==> config.mk <==
export PLATFORM = sky130hd
export DESIGN_NAME = echo_capture
export DESIGN_NICKNAME = d
export VERILOG_FILES = /design/src/rtl/ranging_pkg.sv /design/src/rtl/echo_sync_filter.sv /design/src/rtl/echo_capture.sv
export SDC_FILE = /design/constraint.sdc
export NUM_CORES = 1
export LEC_CHECK = 0
export ABC_AREA = 0
export ABC_CLOCK_PERIOD_IN_PS = 2820
export BUFFER_PORTS_ARGS = -buffer_cell sky130_fd_sc_hd__buf_2
export CAP_MARGIN = 20
export CELL_PAD_IN_SITES_DETAIL_PLACEMENT = 1
export CELL_PAD_IN_SITES_GLOBAL_PLACEMENT = 1
export CORE_MARGIN = 2
export CORE_UTILIZATION = 45
export DETAILED_ROUTE_END_ITERATION = 10
export PLACE_DENSITY = 0.82
export SLEW_MARGIN = 30
export SYNTH_ARGS = -nofsm -noshare
export SYNTH_HDL_FRONTEND = slang
export SYNTH_HIERARCHICAL = 1
export SYNTH_SLANG_ARGS = --single-unit
==> constraint.sdc <==
create_clock -name clk -period 2.82 [get_ports clk]
set_clock_uncertainty 0.1 [all_clocks]
set_input_delay 0.564 -clock clk [delete_from_list [all_inputs] [get_ports clk]]
set_output_delay 0.564 -clock clk [all_outputs]
set_load 0.02 [all_outputs]
==> src/rtl/ranging_pkg.sv <==
// Shared ranging constants and echo FSM state encoding.
// Used by the trigger generator, echo capture and ranging controller.
package ranging_pkg;

  localparam int WIDTH_W_DEF     = 16;
  localparam int DIST_W_DEF      = 10;
  localparam int US_PER_CM_DEF   = 58;
  localparam int RISE_TO_US_DEF  = 2000;
  localparam int MAX_ECHO_US_DEF = 38000;
  localparam int FILT_CLKS_DEF   = 4;

  typedef enum logic [1:0] {
    S_IDLE,
    S_WAIT_RISE,
    S_MEASURE,
    S_DONE
  } echo_state_e;

endpackage

==> src/rtl/echo_sync_filter.sv <==
// ECHO pin synchronizer and edge detector.
// Define ECHO_FILTER_EN to add a FILT_CLKS-cycle debouncer before edge detection.
module echo_sync_filter import ranging_pkg::*; #(
  parameter int FILT_CLKS = FILT_CLKS_DEF
) (
  input  logic clk,
  input  logic rst,
  input  logic echo_i,
  output logic rise_o,
  output logic fall_o
);

  logic sync1_q;
  logic sync2_q;
  logic prev_q;
  logic lvl;

  always_ff @(posedge clk) begin
    if (rst) begin
      sync1_q <= 1'b0;
      sync2_q <= 1'b0;
    end else begin
      sync1_q <= echo_i;
      sync2_q <= sync1_q;
    end
  end

`ifdef ECHO_FILTER_EN
  localparam int CW = $clog2(FILT_CLKS + 1);
  localparam logic [CW-1:0] CNT_LAST = CW'(FILT_CLKS - 1);

  logic          filt_q;
  logic [CW-1:0] cnt_q;

  // Level flips only after FILT_CLKS consecutive disagreeing samples
  always_ff @(posedge clk) begin
    if (rst) begin
      filt_q <= 1'b0;
      cnt_q  <= '0;
    end else if (sync2_q != filt_q) begin
      if (cnt_q == CNT_LAST) begin
        filt_q <= sync2_q;
        cnt_q  <= '0;
      end else begin
        cnt_q <= cnt_q + 1'b1;
      end
    end else begin
      cnt_q <= '0;
    end
  end

  assign lvl = filt_q;
`else
  assign lvl = sync2_q;
`endif

  always_ff @(posedge clk) begin
    if (rst) prev_q <= 1'b0;
    else     prev_q <= lvl;
  end

  assign rise_o = lvl & ~prev_q;
  assign fall_o = ~lvl & prev_q;

endmodule

==> src/rtl/echo_capture.sv <==
// Ultrasonic echo width capture with on-the-fly us->cm conversion.
// Build with ECHO_FILTER_EN to debounce the ECHO input.
module echo_capture import ranging_pkg::*; #(
  parameter int WIDTH_W     = WIDTH_W_DEF,
  parameter int DIST_W      = DIST_W_DEF,
  parameter int US_PER_CM   = US_PER_CM_DEF,
  parameter int RISE_TO_US  = RISE_TO_US_DEF,
  parameter int MAX_ECHO_US = MAX_ECHO_US_DEF,
  parameter int FILT_CLKS   = FILT_CLKS_DEF
) (
  input  logic               clk,
  input  logic               rst,
  input  logic               us_tick,
  input  logic               i_start,
  input  logic               i_echo,
  output logic               o_busy,
  output logic               o_valid,
  output logic               o_timeout,
  output logic [WIDTH_W-1:0] o_width_us,
  output logic [DIST_W-1:0]  o_dist_cm
);

  localparam int SUB_W = $clog2(US_PER_CM + 1);
  localparam logic [SUB_W-1:0]   SUB_LAST = SUB_W'(US_PER_CM - 1);
  localparam logic [WIDTH_W-1:0] RISE_LIM = WIDTH_W'(RISE_TO_US);
  localparam logic [WIDTH_W-1:0] MAX_LIM  = WIDTH_W'(MAX_ECHO_US);

  echo_state_e        state_q;
  logic [WIDTH_W-1:0] cnt_q, cnt_d;
  logic [SUB_W-1:0]   sub_q, sub_d;
  logic [DIST_W-1:0]  cm_q, cm_d;
  logic               tmo_q;
  logic               busy_q, valid_q, to_q;
  logic [WIDTH_W-1:0] width_q;
  logic [DIST_W-1:0]  dist_q;
  logic               rise, fall;

  echo_sync_filter #(
    .FILT_CLKS (FILT_CLKS)
  ) u_sync (
    .clk    (clk),
    .rst    (rst),
    .echo_i (i_echo),
    .rise_o (rise),
    .fall_o (fall)
  );

  // Counter values after one more microsecond
  always_comb begin
    cnt_d = cnt_q + 1'b1;
    sub_d = sub_q + 1'b1;
    cm_d  = cm_q;
    if (sub_q == SUB_LAST) begin
      sub_d = '0;
      if (cm_q != '1) cm_d = cm_q + 1'b1;
    end
  end

  always_ff @(posedge clk) begin
    if (rst) begin
      state_q <= S_IDLE;
      cnt_q   <= '0;
      sub_q   <= '0;
      cm_q    <= '0;
      tmo_q   <= 1'b0;
      busy_q  <= 1'b0;
      valid_q <= 1'b0;
      to_q    <= 1'b0;
      width_q <= '0;
      dist_q  <= '0;
    end else begin
      valid_q <= 1'b0;
      unique case (state_q)
        S_IDLE: begin
          busy_q <= 1'b0;
          if (i_start && !busy_q) begin
            busy_q  <= 1'b1;
            state_q <= S_WAIT_RISE;
            cnt_q   <= '0;
            sub_q   <= '0;
            cm_q    <= '0;
            tmo_q   <= 1'b0;
          end
        end
        S_WAIT_RISE: begin
          if (rise) begin
            state_q <= S_MEASURE;
            cnt_q   <= '0;
            sub_q   <= '0;
            cm_q    <= '0;
          end else if (us_tick) begin
            cnt_q <= cnt_d;
            if (cnt_d == RISE_LIM) begin
              state_q <= S_DONE;
              tmo_q   <= 1'b1;
              cnt_q   <= '0;
            end
          end
        end
        S_MEASURE: begin
          if (us_tick) begin
            cnt_q <= cnt_d;
            sub_q <= sub_d;
            cm_q  <= cm_d;
          end
          if (fall) begin
            state_q <= S_DONE;
          end else if (us_tick && cnt_d == MAX_LIM) begin
            state_q <= S_DONE;
            tmo_q   <= 1'b1;
            cnt_q   <= MAX_LIM;
            cm_q    <= '1;
          end
        end
        S_DONE: begin
          valid_q <= 1'b1;
          width_q <= cnt_q;
          dist_q  <= cm_q;
          to_q    <= tmo_q;
          state_q <= S_IDLE;
        end
        default: state_q <= S_IDLE;
      endcase
    end
  end

  assign o_busy     = busy_q;
  assign o_valid    = valid_q;
  assign o_timeout  = to_q;
  assign o_width_us = width_q;
  assign o_dist_cm  = dist_q;

endmodule

Word level (Yosys, flattened, before mapping)
Index checks and enable logic that the tools add are counted.
Cells by class
  add/sub/neg operators: 3
  equality and inequality tests: 18
  multiplexer cells: 37
  bitwise gates (word level): 4
  reductions and logical operators: 10
Operator list (count)
  16-bit two-way mux: 7
  10-bit two-way mux: 7
  16-bit one-hot mux with 3 select lines: 1
  10-bit one-hot mux with 3 select lines: 1
  6-bit two-way mux: 4
  6-bit one-hot mux with 3 select lines: 1
  16-bit by 1-bit adder with 16-bit output (second input constant): 1
  16-bit by 11-bit == test with 1-bit output (second input constant): 1
  16-bit == test (second input constant): 1
  2-bit inequality test (second input constant): 8
  2-bit two-way mux: 6
  10-bit by 1-bit adder with 10-bit output (second input constant): 1
  10-bit inequality test (second input constant): 1
  3-bit inequality test (second input constant): 3
  1-bit two-way mux: 8
  2-bit one-hot mux with 4 select lines: 1
  4-bit AND reduction: 2
  7-bit AND reduction: 1
  6-bit by 1-bit adder with 6-bit output (second input constant): 1
  6-bit == test (second input constant): 1
  3-bit AND reduction: 2
  2-bit == test (second input constant): 2
  1-bit one-hot mux with 3 select lines: 1
  3-bit nonzero test: 1
  other kinds (6): 9
Word-level totals
  bits in registers: 67
  bits of input ports: 5
  output and inout port bits: 29
  logic and storage cells: 85

Depth between registers and ports, before layout
Gate-level depths: netlist of run 1.
  depth in word-level cells: 7
  gate-level depth with buffers: 10
  mapped depth without buffers: 9

Hierarchy
Netlist of run 1, hierarchy kept.
Modules (own cells, without submodules)
  echo_capture: times used 1, cells an instance 416, area each 3467.1 µm²
  echo_sync_filter: times used 1, cells an instance 8, area each 91.3 µm²

Worst setup path before layout of run 1
OpenSTA, ideal clock, no wires.
  kind: register to register
  start: register cnt_q[0]
  end: register cnt_q[1]
  library setup time: 0.117 ns
  arrival time: 2.135 ns
  required time: 2.603 ns
  path slack: 0.467 ns
  cell stages (with the launch flop): 10
  path buffers: 1
  period minus slack after synthesis: 2.353 ns
  cell sequence: dfxtp_1 ha_1 nand3_2 or3_1 a221oi_2 o2111ai_1 nor3_2 buf_4 o21ai_1 a32o_1
On the way
  word-level cells in the longest chain between the ends: 6
  elaborated cells between the ends (all ways): 11
Ends and longest elaborated chain
  start, declared: line echo_capture.sv:29  | logic [WIDTH_W-1:0] cnt_q, cnt_d;
  start signal, assigned: line echo_capture.sv:92  | cnt_q <= cnt_d;
  start signal, assigned: line echo_capture.sv:102  | cnt_q <= cnt_d;
  16-bit by 1-bit adder with 16-bit output (*): line echo_capture.sv:50  | cnt_d = cnt_q + 1'b1;
  16-bit by 11-bit == test with 1-bit output / 16-bit == test (equally long branches): line echo_capture.sv:93, echo_capture.sv:108
  16-bit two-way mux / 1-bit logical AND (equally long branches): line echo_capture.sv:93, echo_capture.sv:108
  16-bit two-way mux, on equally long branches: line echo_capture.sv:91, echo_capture.sv:108
  16-bit two-way mux, on equally long branches: line echo_capture.sv:86, echo_capture.sv:106
  16-bit one-hot mux with 3 select lines (*): line echo_capture.sv:73  | unique case (state_q)
Mark *: on every way between the ends. The rest lies on a longest branch, timed or not. The select of a mux whose other input is x is not followed.
A chain may end at the register's enable or synchronous reset.

Worst setup path in the final report of run 1
  start: register cnt_q[1]
  end: register cm_q[1]
On the way
  word-level cells in the longest chain between the ends: 6
Ends and longest elaborated chain
  16-bit by 1-bit adder with 16-bit output: line echo_capture.sv:50
  16-bit == test: line echo_capture.sv:108  | end else if (us_tick && cnt_d == MAX_LIM) begin
  1-bit logical AND: line echo_capture.sv:108
  10-bit two-way mux: line echo_capture.sv:108
  10-bit two-way mux: line echo_capture.sv:106  | if (fall) begin
  10-bit one-hot mux with 3 select lines: line echo_capture.sv:73
  end signal, assigned: line echo_capture.sv:104  | cm_q <= cm_d;
  end, declared: line echo_capture.sv:31  | logic [DIST_W-1:0] cm_q, cm_d;
No other way between the ends.

==> impl_metrics.env, run 1 <==
export IMPL_timing_rr_start="cnt_q[1]"
export IMPL_clk_pin_slew_ns=0.08
export IMPL_timing_rr_end="cm_q[1]"
export IMPL_htree_levels=3
export IMPL_fin_crit_sh_pct=94.7
export IMPL_grt_pass1_wl_um=18100
export IMPL_grt_pass1_vias=3530
export IMPL_crit_top_cell="buf_4"
export IMPL_status="finished clean"
export IMPL_final_hold_viol_count=0
export IMPL_cts_resized=1
export IMPL_critical_path_class="flop to flop"
export IMPL_rows=32
export IMPL_hold_path_startpoint="i_echo"
export IMPL_cp_endpoint="cm_q[1]"
export IMPL_gp_congestion=0.829
export IMPL_crit_family="compound AO/OA/AOI/OAI gates"
export IMPL_power_per_cell_area_nw_per_um2=650
export IMPL_crit_chain="ha_1 > nand3_2 > or3_1 > a221oi_4 > o2111ai_2 > nor3_2 > buf_4 > buf_4 > o221ai_1 > a21oi_1"
export IMPL_cp_max_fo=10
export IMPL_synth_xor_area_share_pct=1.72
export IMPL_ios=34
export IMPL_fin_nets=483
export IMPL_synth_ff_type="dfxtp_1"
export IMPL_syn_area_um2=3560
export IMPL_synth_cell_types=61
export IMPL_ctsRootBufferMaster="clkbuf_8"
export IMPL_fin_util_pct=54.1
export IMPL_tightest_slew_ns=0.590
export IMPL_synth_most_common_cell="dfxtp_1"
export IMPL_vdd_drop_max_uv=407
export IMPL_numPortBuffers=33
export IMPL_antenna_left=0
export IMPL_timing_critical_path_required_ns=3.01
export IMPL_synthCells=424
export IMPL_numCtsBuffers=9
export IMPL_fin_setup_tns_ns=0
export IMPL_async_flop_share_pct=0
export IMPL_coreArea_um2=7690
export IMPL_cap_violations=0
export IMPL_finalWirelength_um=10700
export IMPL_cts_sink_count=67
export IMPL_first_pass_iters=4
export IMPL_worst_r2r_cell_count=10
export IMPL_muxShareOfSynthArea_pct=9.07
export IMPL_drt_vias_per_instance=5.95
export IMPL_initial_core_util_pct=46.3
export IMPL_grt_ovfl_total=0
export IMPL_synthTopCellsByCount="dfxtp_1 (67), nor2_1 (52), nand2_1 (39), mux2i_1 (30), a21oi_1 (26)"
export IMPL_yosysTopAreaCell="dfxtp_1"
export IMPL_setup_worst_path_start="cnt_q[1]"
export IMPL_period_minus_slack_ns=2.67
export IMPL_hold_buffers=0
export IMPL_die_x_um=92.9
export IMPL_drt_iter0_markers=157
export IMPL_wl_per_cell_um=18.6
export IMPL_grt_usage_pct=26.9
export IMPL_cp_start_kind="flop"
export IMPL_dieArea_um2=8640
export IMPL_fillCellCount=949
export IMPL_cp_arrival_ns=2.86
export IMPL_cp_depth=10
export IMPL_yosysWarnings=6
export IMPL_synth_compound_area_share_pct=19.1
export IMPL_postCtsSetupBuffers=0
export IMPL_end_kind="flop"
export IMPL_rrSetupSlack_ns=0.15
export IMPL_ys_ff_latch=67
export IMPL_syn_nets=438
export IMPL_slew_headroom_pct=60.2
export IMPL_dieHeight_um=92.9
export IMPL_dp_hpwl_um=7320
export IMPL_synth_simple_area_share_pct=23.6
export IMPL_num_vias=3427
export IMPL_cts_max_path_buffers=2
export IMPL_synth_edf_count=0
export IMPL_cts_tree="built"
export IMPL_synth_top_family_by_area="simple AND/OR/NAND/NOR gates"
export IMPL_syn2layout_area_growth_pct=16.9
export IMPL_drc_errors=0
export IMPL_hold_path_class="input port to flop"
export IMPL_synth_top_cell_area_share_pct=37.7
export IMPL_avgSynthCellArea_um2=8.39
export IMPL_antenna_found_initial=0
export IMPL_critPathBufInv=2
export IMPL_clk_latency_ns=0.36
export IMPL_fmax_ghz=0.374
export IMPL_grt_max_degree=45
export IMPL_rsz0062_at_grt="no"
export IMPL_synth_adder_area_share_pct=3.16
export IMPL_yosys_top_cells_area="dfxtp_1 (38%), mux2i_1 (8.4%), nor2_1 (5.5%), nand2_1 (4.1%), a21oi_1 (3.7%)"
export IMPL_diodes=0
export IMPL_slew_violations=0
export IMPL_p_leak_nw=1.61
export IMPL_finalSetupViolations=0
export IMPL_seq_area_frac_synth_pct=37.7
export IMPL_crit_path_top_delay_cell="dfxtp_4"
export IMPL_max_stage_delay_ns=0.42
export IMPL_drive_above_1_share_pct=22.4
-- state kept, by name, summed over array words and instances, names as in the netlist --
register / flops
sub_q: 6
o_busy: 1
state_q: 2
o_dist_cm: 10
o_width_us: 16
cnt_q: 16
o_valid: 1
u_sync/prev_q: 1
u_sync/lvl: 1
o_timeout: 1
cm_q: 10
tmo_q: 1
u_sync/sync1_q: 1
-- report_power, final --
| group | internal [mW] | switching (mW) |
|---|---|---|
| registers | 0.980 | 0.0358 |
| clock network | 0.436 | 0.409 |
| logic | 0.297 | 0.546 |
| total | 1.71 | 0.991 |
-- cell usage in the layout, fill, tap and decap left out, types with 3 or more instances in the layout --
cell,n
inv_1,12
nor3_1,12
nand2b_1,3
ha_1,8
a31oi_1,10
or3_1,5
mux2i_1,30
nand4_1,8
a21oi_1,26
buf_2,33
a211oi_1,4
o31ai_1,11
nand3_1,16
and3_1,3
nor2b_1,11
nand2_1,39
buf_4,30
nor2_1,52
dfxtp_1,64
o211ai_1,3
xor2_1,4
xnor2_1,3
o21ai_0,19
nor3b_1,3
clkbuf_8,10
-- cell type report --
type                       instances  area [um^2]  share of cell area (%)
inverter                          12         45.0                    1.08
tap                              102          128                    3.07
multi-input combinational        316         2050                    49.2
timing repair buffer              63          390                    9.38
clock inverter                     5         62.6                    1.50
sequential                        67         1350                    32.4
clock buffer                      11          141                    3.40
-- through the flow --
stage                     cell area (um^2)  hold WS, ns  std cells  setup WS (ns)  total power, mW
after global routing                  4160        0.345        576       0.000586             2.86
after CTS                             4130        0.329        576         0.0350             2.71
after detailed placement              3920        0.354        560         0.0331             1.86
after global placement                3920        0.332        560          0.181             1.83
final                                 4160        0.329        576          0.149             2.70
after floorplan                       3560        0.314        424          0.467             1.59
-- per-layer routing --
metal | GRT usage, % | share of wire, % | wire length [um] | vias to the layer above
li1 | - | - | - | 1618
met1 | 35.5 | 45 | 4800 | 1686
met2 | 44.0 | 47 | 5090 | 99
met3 | 4.88 | 5.1 | 551 | 24
met4 | 9.80 | 2.5 | 271 | 0
met5 | 0 | 0 | 0 | -
-- kinds of logic (layout without fill, tap and decap cells) --
logic type	after synthesis	count (layout)
adder cells (fa/ha/maj)	9	9
XOR/XNOR	7	7
AO/OA/AOI/OAI	100	100
AND/OR/NAND/NOR	168	168
buffers and inverters	41	91
flip-flops	67	67
multiplexers	32	32
-- worst min path at each step --
| stage | end | cells after the start |
|---|---|---|
| after detailed placement | u_sync/lvl | 1 |
| after floorplan | u_sync/lvl | 1 |
| after global routing | u_sync/sync1_q | 2 |
| after CTS | u_sync/sync1_q | 2 |
| after global placement | u_sync/lvl | 1 |
| final | u_sync/sync1_q | 2 |
No activity file was read; power rests on OpenSTA's default activity.
==> run 2, diff against run 1 <==
--- a/config.mk
+++ b/config.mk
@@ -12,9 +12,9 @@
 export CELL_PAD_IN_SITES_DETAIL_PLACEMENT = 1
 export CELL_PAD_IN_SITES_GLOBAL_PLACEMENT = 1
 export CORE_MARGIN = 2
-export CORE_UTILIZATION = 45
+export CORE_UTILIZATION = 40
 export DETAILED_ROUTE_END_ITERATION = 10
-export PLACE_DENSITY = 0.82
+export PLACE_DENSITY = 0.73
 export SLEW_MARGIN = 30
 export SYNTH_ARGS = -nofsm -noshare
 export SYNTH_HDL_FRONTEND = slang
==> run 2 against run 1 <==
  * Critical path depth is 1 lower
  * Sequential power barely moved
  * Die area is 12% higher
  * Register-to-register slack about the same
  * Via count shrank 3.1%
  * Sequential share of layout area shrank 0.39 points
  * Utilization is 5.7 points lower
  * Wire length is 4.0% lower
  * Largest power group unchanged
==> impl_metrics.env, run 2 (synthesis results as in run 1) <==
export IMPL_status="finished clean"
export IMPL_numCtsBuffers=9
export IMPL_critPathBufInv=2
export IMPL_slew_violations=0
export IMPL_fin_crit_sh_pct=94.9
export IMPL_hold_path_class="input port to flop"
export IMPL_wl_per_cell_um=17.6
export IMPL_power_frac_seq_pct=36.6
export IMPL_grt_usage_pct=22.4
export IMPL_fin_nets=484
export IMPL_cts_sink_count=67
export IMPL_p_clk_share_pct=33.5
export IMPL_fin_setup_tns_ns=0
export IMPL_met3_length_um=408
export IMPL_initial_core_util_pct=41.0
export IMPL_route_met2_wl_um=4730
export IMPL_worst_slack_ns=0.144
export IMPL_fmax_ghz=0.374
export IMPL_coreArea_um2=8680
export IMPL_tightest_slew_ns=0.567
export IMPL_dieHeight_um=98.3
export IMPL_first_pass_iters=4
export IMPL_setup_worst_path_start="cnt_q[5]"
export IMPL_cellInternalPower_mw=1.81
export IMPL_final_cell_mix="dfxtp_1 (64), nor2_1 (52), nand2_1 (39)"
export IMPL_finalWirelength_um=10300
export IMPL_critical_path_class="flop to flop"
export IMPL_numPortBuffers=33
export IMPL_drive_above_1_share_pct=22.5
export IMPL_power_switching_uw=963
export IMPL_total_power_mw=2.78
export IMPL_place_inst=565
export IMPL_power_per_cell_area_nw_per_um2=661
export IMPL_timing_rr_start="cnt_q[5]"
export IMPL_hold_path_startpoint="i_echo"
export IMPL_antenna_found_initial=0
export IMPL_grt_max_degree=30
export IMPL_fin_util_pct=48.4
export IMPL_grt_pass1_wl_um=17400
export IMPL_syn2layout_area_growth_pct=18.1
export IMPL_cp_start_kind="flop"
export IMPL_worst_r2r_cell_count=9
export IMPL_final_hold_viol_count=0
export IMPL_p_comb_share_pct=29.8
export IMPL_clk_latency_ns=0.35
export IMPL_period_minus_slack_ns=2.68
export IMPL_pre_cts_ws_ns=0.0327
export IMPL_end_kind="flop"
export IMPL_gp_congestion=0.856
export IMPL_num_vias=3322
export IMPL_ios=34
export IMPL_cp_max_fo=18
export IMPL_grt_ovfl_total=0
export IMPL_cts_max_path_buffers=2
export IMPL_cp_arrival_ns=2.85
export IMPL_crit_path_top_delay_cell="dfxtp_1"
export IMPL_drt_iter0_markers=178
export IMPL_cp_depth=9
export IMPL_ctsRootBufferMaster="clkbuf_8"
export IMPL_slew_headroom_pct=61.8
export IMPL_stdcell_count=583
export IMPL_clk_pin_slew_ns=0.07
export IMPL_netSwitchingFraction_pct=34.7
export IMPL_drt_vias_per_instance=5.70
export IMPL_finalSetupViolations=0
export IMPL_max_stage_delay_ns=0.48
export IMPL_routedLengthMet1_um=5000
export IMPL_drc_errors=0
export IMPL_timing_rr_end="cm_q[3]"
export IMPL_crit_chain="nand3_1 > nor4_4 > mux2i_2 > o2111ai_1 > nor3_2 > buf_4 > buf_12 > o31ai_1 > a211oi_2"
export IMPL_crit_family="simple AND/OR/NAND/NOR gates"
export IMPL_diodes=0
export IMPL_grt_pass1_vias=3382
export IMPL_dieArea_um2=9670
export IMPL_cap_violations=0
export IMPL_cts_tree="built"
export IMPL_dr_max_layer_used="met4"
export IMPL_vdd_drop_max_uv=291
export IMPL_antenna_left=0
export IMPL_p_leak_nw=1.62
export IMPL_die_x_um=98.3
export IMPL_rows=34
export IMPL_dp_hpwl_um=7170
export IMPL_final_common_cell="dfxtp_1"
export IMPL_cp_endpoint="cm_q[3]"
export IMPL_timing_critical_path_required_ns=2.99
export IMPL_rrSetupSlack_ns=0.14
export IMPL_htree_levels=3
==> run 2: final cells by class <==
type                       count  area, um^2
clock buffer                  12         155
timing repair buffer          64         410
multi-input combinational    316        2040
tap                          108         135
fill                        1067        4480
sequential                    67        1350
clock inverter                 4        72.6
inverter                      12        45.0
==> run 2: how the worst min path moves through the flow <==
stage                     end  slack, ns  cells past startpoint
6_report       u_sync/sync1_q       0.35                      2
5_1_grt        u_sync/sync1_q       0.37                      2
4_1_cts        u_sync/sync1_q       0.33                      2
3_5_place_dp       u_sync/lvl       0.34                      1
3_3_place_gp       u_sync/lvl       0.33                      1
2_1_floorplan      u_sync/lvl       0.31                      1
==> run 2: stage by stage <==
| stage | area [um^2] | hold WS [ns] |
|---|---|---|
| 2_1_floorplan | 3560 | 0.314 |
| 3_3_place_gp | 3940 | 0.332 |
| 3_5_place_dp | 3940 | 0.340 |
| 4_1_cts | 4170 | 0.328 |
| 5_1_grt | 4200 | 0.374 |
| 6_report | 4200 | 0.346 |
==> run 2: timing repair <==
item / in CTS / in global routing
hold buffers: 0 / 0
endpoints found under the setup margin: 4 / 20
gates resized for setup: 1 / 5
pin swaps: 0 / 2
setup buffers: 0 / 2
==> run 2: power by group through the flow <==
stage / registers (mW) / clock network [mW] / logic, mW
floorplan: 1.03 / 0 / 0.560
global placement: 1.04 / 0 / 0.787
detailed placement: 1.04 / 0 / 0.811
CTS: 1.02 / 0.954 / 0.820
global route: 1.02 / 0.991 / 0.906
finish: 1.02 / 0.931 / 0.829
==> run 2: layer usage <==
| layer | vias to the layer above | track usage [%] |
|---|---|---|
| met5 | - | 0 |
| met4 | 0 | 7.80 |
| met3 | 10 | 4.44 |
| met2 | 61 | 35.1 |
| met1 | 1636 | 30.8 |
| li1 | 1615 | - |
==> run 3, diff against run 2 <==
--- a/config.mk
+++ b/config.mk
@@ -11,6 +11,7 @@
 export CAP_MARGIN = 20
 export CELL_PAD_IN_SITES_DETAIL_PLACEMENT = 1
 export CELL_PAD_IN_SITES_GLOBAL_PLACEMENT = 1
+export CORE_ASPECT_RATIO = 0.5
 export CORE_MARGIN = 2
 export CORE_UTILIZATION = 40
 export DETAILED_ROUTE_END_ITERATION = 10
==> run 3 against run 2 <==
  * Sequential power is essentially flat
  * Sequential share of layout area fell by 0.56 points
  * Register-to-register slack improved by 0.06 ns
  * Global-route usage fell by 0.34 points
  * Hold slack got worse by 0.0049 ns
  * Critical path type unchanged
  * Largest power group is now clock
  * Highest routed layer unchanged
==> impl_metrics.env, run 3 (synthesis results as in run 1) <==
export IMPL_status="finished clean"
export IMPL_dieArea_um2=9710
export IMPL_grt_usage_pct=22.1
export IMPL_timing_rr_end="cnt_q[1]"
export IMPL_slew_headroom_pct=64.9
export IMPL_critPathBufInv=1
export IMPL_rsz0062_at_grt="no"
export IMPL_period_minus_slack_ns=2.61
export IMPL_timing_critical_path_required_ns=2.94
export IMPL_p_comb_share_pct=28.5
export IMPL_first_pass_iters=4
export IMPL_cellInternalPower_mw=2.02
export IMPL_num_vias=3291
export IMPL_clk_pin_slew_ns=0.05
export IMPL_crit_family="compound AO/OA/AOI/OAI gates"
export IMPL_ios=34
export IMPL_syn2layout_area_growth_pct=20.0
export IMPL_initial_core_util_pct=41.0
export IMPL_slew_violations=0
export IMPL_dieHeight_um=70.7
export IMPL_numCtsBuffers=9
export IMPL_rrSetupSlack_ns=0.21
export IMPL_fin_util_pct=49.2
export IMPL_grt_pass1_wl_um=16800
export IMPL_max_stage_delay_ns=0.43
export IMPL_hold_buffers=0
export IMPL_whs_ns=0.341
export IMPL_die_x_um=137
export IMPL_drt_iter0_markers=248
export IMPL_netSwitchingFraction_pct=32.2
export IMPL_coreArea_um2=8680
export IMPL_hold_path_class="flop to flop"
export IMPL_min_path_cells=1
export IMPL_timing_rr_start="cnt_q[0]"
export IMPL_final_hold_viol_count=0
export IMPL_power_frac_seq_pct=34.2
export IMPL_drt_vias_per_instance=5.58
export IMPL_worst_r2r_cell_count=9
export IMPL_grt_ovfl_total=0
export IMPL_p_leak_nw=1.65
export IMPL_drc_errors=0
export IMPL_vdd_drop_max_uv=305
export IMPL_tightest_slew_ns=0.527
export IMPL_cts_tree="built"
export IMPL_finalSetupViolations=0
export IMPL_antenna_found_initial=0
export IMPL_final_common_cell="dfxtp_1"
export IMPL_gp_congestion=0.857
export IMPL_worst_slack_ns=0.209
export IMPL_htree_levels=3
export IMPL_rows=24
export IMPL_fin_nets=483
export IMPL_p_clk_share_pct=37.3
export IMPL_crit_chain="ha_1 > nand3_2 > or3_1 > a221oi_2 > o2111ai_1 > nor3_2 > buf_12 > o21ai_1 > a32o_1"
export IMPL_final_cell_mix="dfxtp_1 (66), nor2_1 (52), nand2_1 (39)"
export IMPL_wl_per_cell_um=16.6
export IMPL_cap_violations=0
export IMPL_cp_arrival_ns=2.73
export IMPL_holdPathEnd="u_sync/lvl"
export IMPL_clk_latency_ns=0.34
export IMPL_critical_path_class="flop to flop"
export IMPL_ctsRootBufferMaster="clkbuf_16"
export IMPL_hold_path_startpoint="u_sync/sync1_q"
export IMPL_diodes=0
export IMPL_finalWirelength_um=9770
export IMPL_cp_start_kind="flop"
export IMPL_fin_crit_sh_pct=92.6
export IMPL_pre_cts_ws_ns=0.149
export IMPL_numPortBuffers=33
export IMPL_fmax_ghz=0.383
export IMPL_postCtsSetupBuffers=0
export IMPL_cts_sink_count=67
export IMPL_grt_max_degree=45
export IMPL_dp_hpwl_um=6790
export IMPL_cts_max_path_buffers=2
export IMPL_drive_above_1_share_pct=21.8
export IMPL_end_kind="flop"
export IMPL_power_switching_uw=963
export IMPL_crit_path_top_delay_cell="dfxtp_1"
export IMPL_grt_pass1_vias=3384
export IMPL_fin_setup_tns_ns=0
export IMPL_cp_max_fo=20
export IMPL_power_per_cell_area_nw_per_um2=700
export IMPL_antenna_left=0
export IMPL_total_power_mw=2.99
==> run 3: metrics by stage <==
step                cell area (um^2)  instances
floorplan                       3560        424
CTS                             4250        590
detailed placement              3960        575
finish                          4270        590
global placement                3960        575
global route                    4270        590
==> run 3: routing by layer <==
layer,up-vias,share of wire [%],track usage [%]
met1,1616,48,28.8
met2,50,47,35.6
li1,1612,-,-
met3,13,3.8,5.81
met5,-,0,0
met4,0,1.5,7.45
==> run 3: area by class of cell <==
type                       count  area, um^2
multi-input combinational    316        2040
clock inverter                 2        35.0
timing repair buffer          63         403
fill                        1041        4410
tap                          117         146
clock buffer                  13         260
inverter                      12        45.0
sequential                    67        1340
==> run 3: worst max-delay path by stage <==
stage,startpoint,end,slack (ns),depth (start not counted)
after floorplan,cnt_q[0],cnt_q[1],0.47,9
after global routing,cnt_q[0],cnt_q[1],0.009,9
after detailed placement,us_tick,cm_q[9],0.15,8
after global placement,cnt_q[1],cnt_q[1],0.21,9
final,cnt_q[0],cnt_q[1],0.21,9
after CTS,cnt_q[1],cnt_q[1],0.15,9
==> run 3: power groups by stage <==
stage / Combinational [mW] / Sequential, mW / Clock (mW)
after detailed placement: 0.844 / 1.04 / 0
after floorplan: 0.560 / 1.03 / 0
after global routing: 0.946 / 1.02 / 1.19
final: 0.851 / 1.02 / 1.11
after global placement: 0.829 / 1.04 / 0
after CTS: 0.852 / 1.02 / 1.14
==> run 3: timing repair <==
action / 4_1_cts / 5_1_grt
setup endpoints to repair: 0 / 10
endpoints found under the hold margin: 0 / 0
gates resized for setup: 0 / 4
==> run 3: worst reg2reg max path, cell delays in order (launching register included) <==
cell and delay [ns]:
dfxtp_1 0.43, ha_1 0.22, nand3_2 0.09, or3_1 0.33
a221oi_2 0.34, o2111ai_1 0.21, nor3_2 0.23, buf_12 0.19
o21ai_1 0.10, a32o_1 0.26
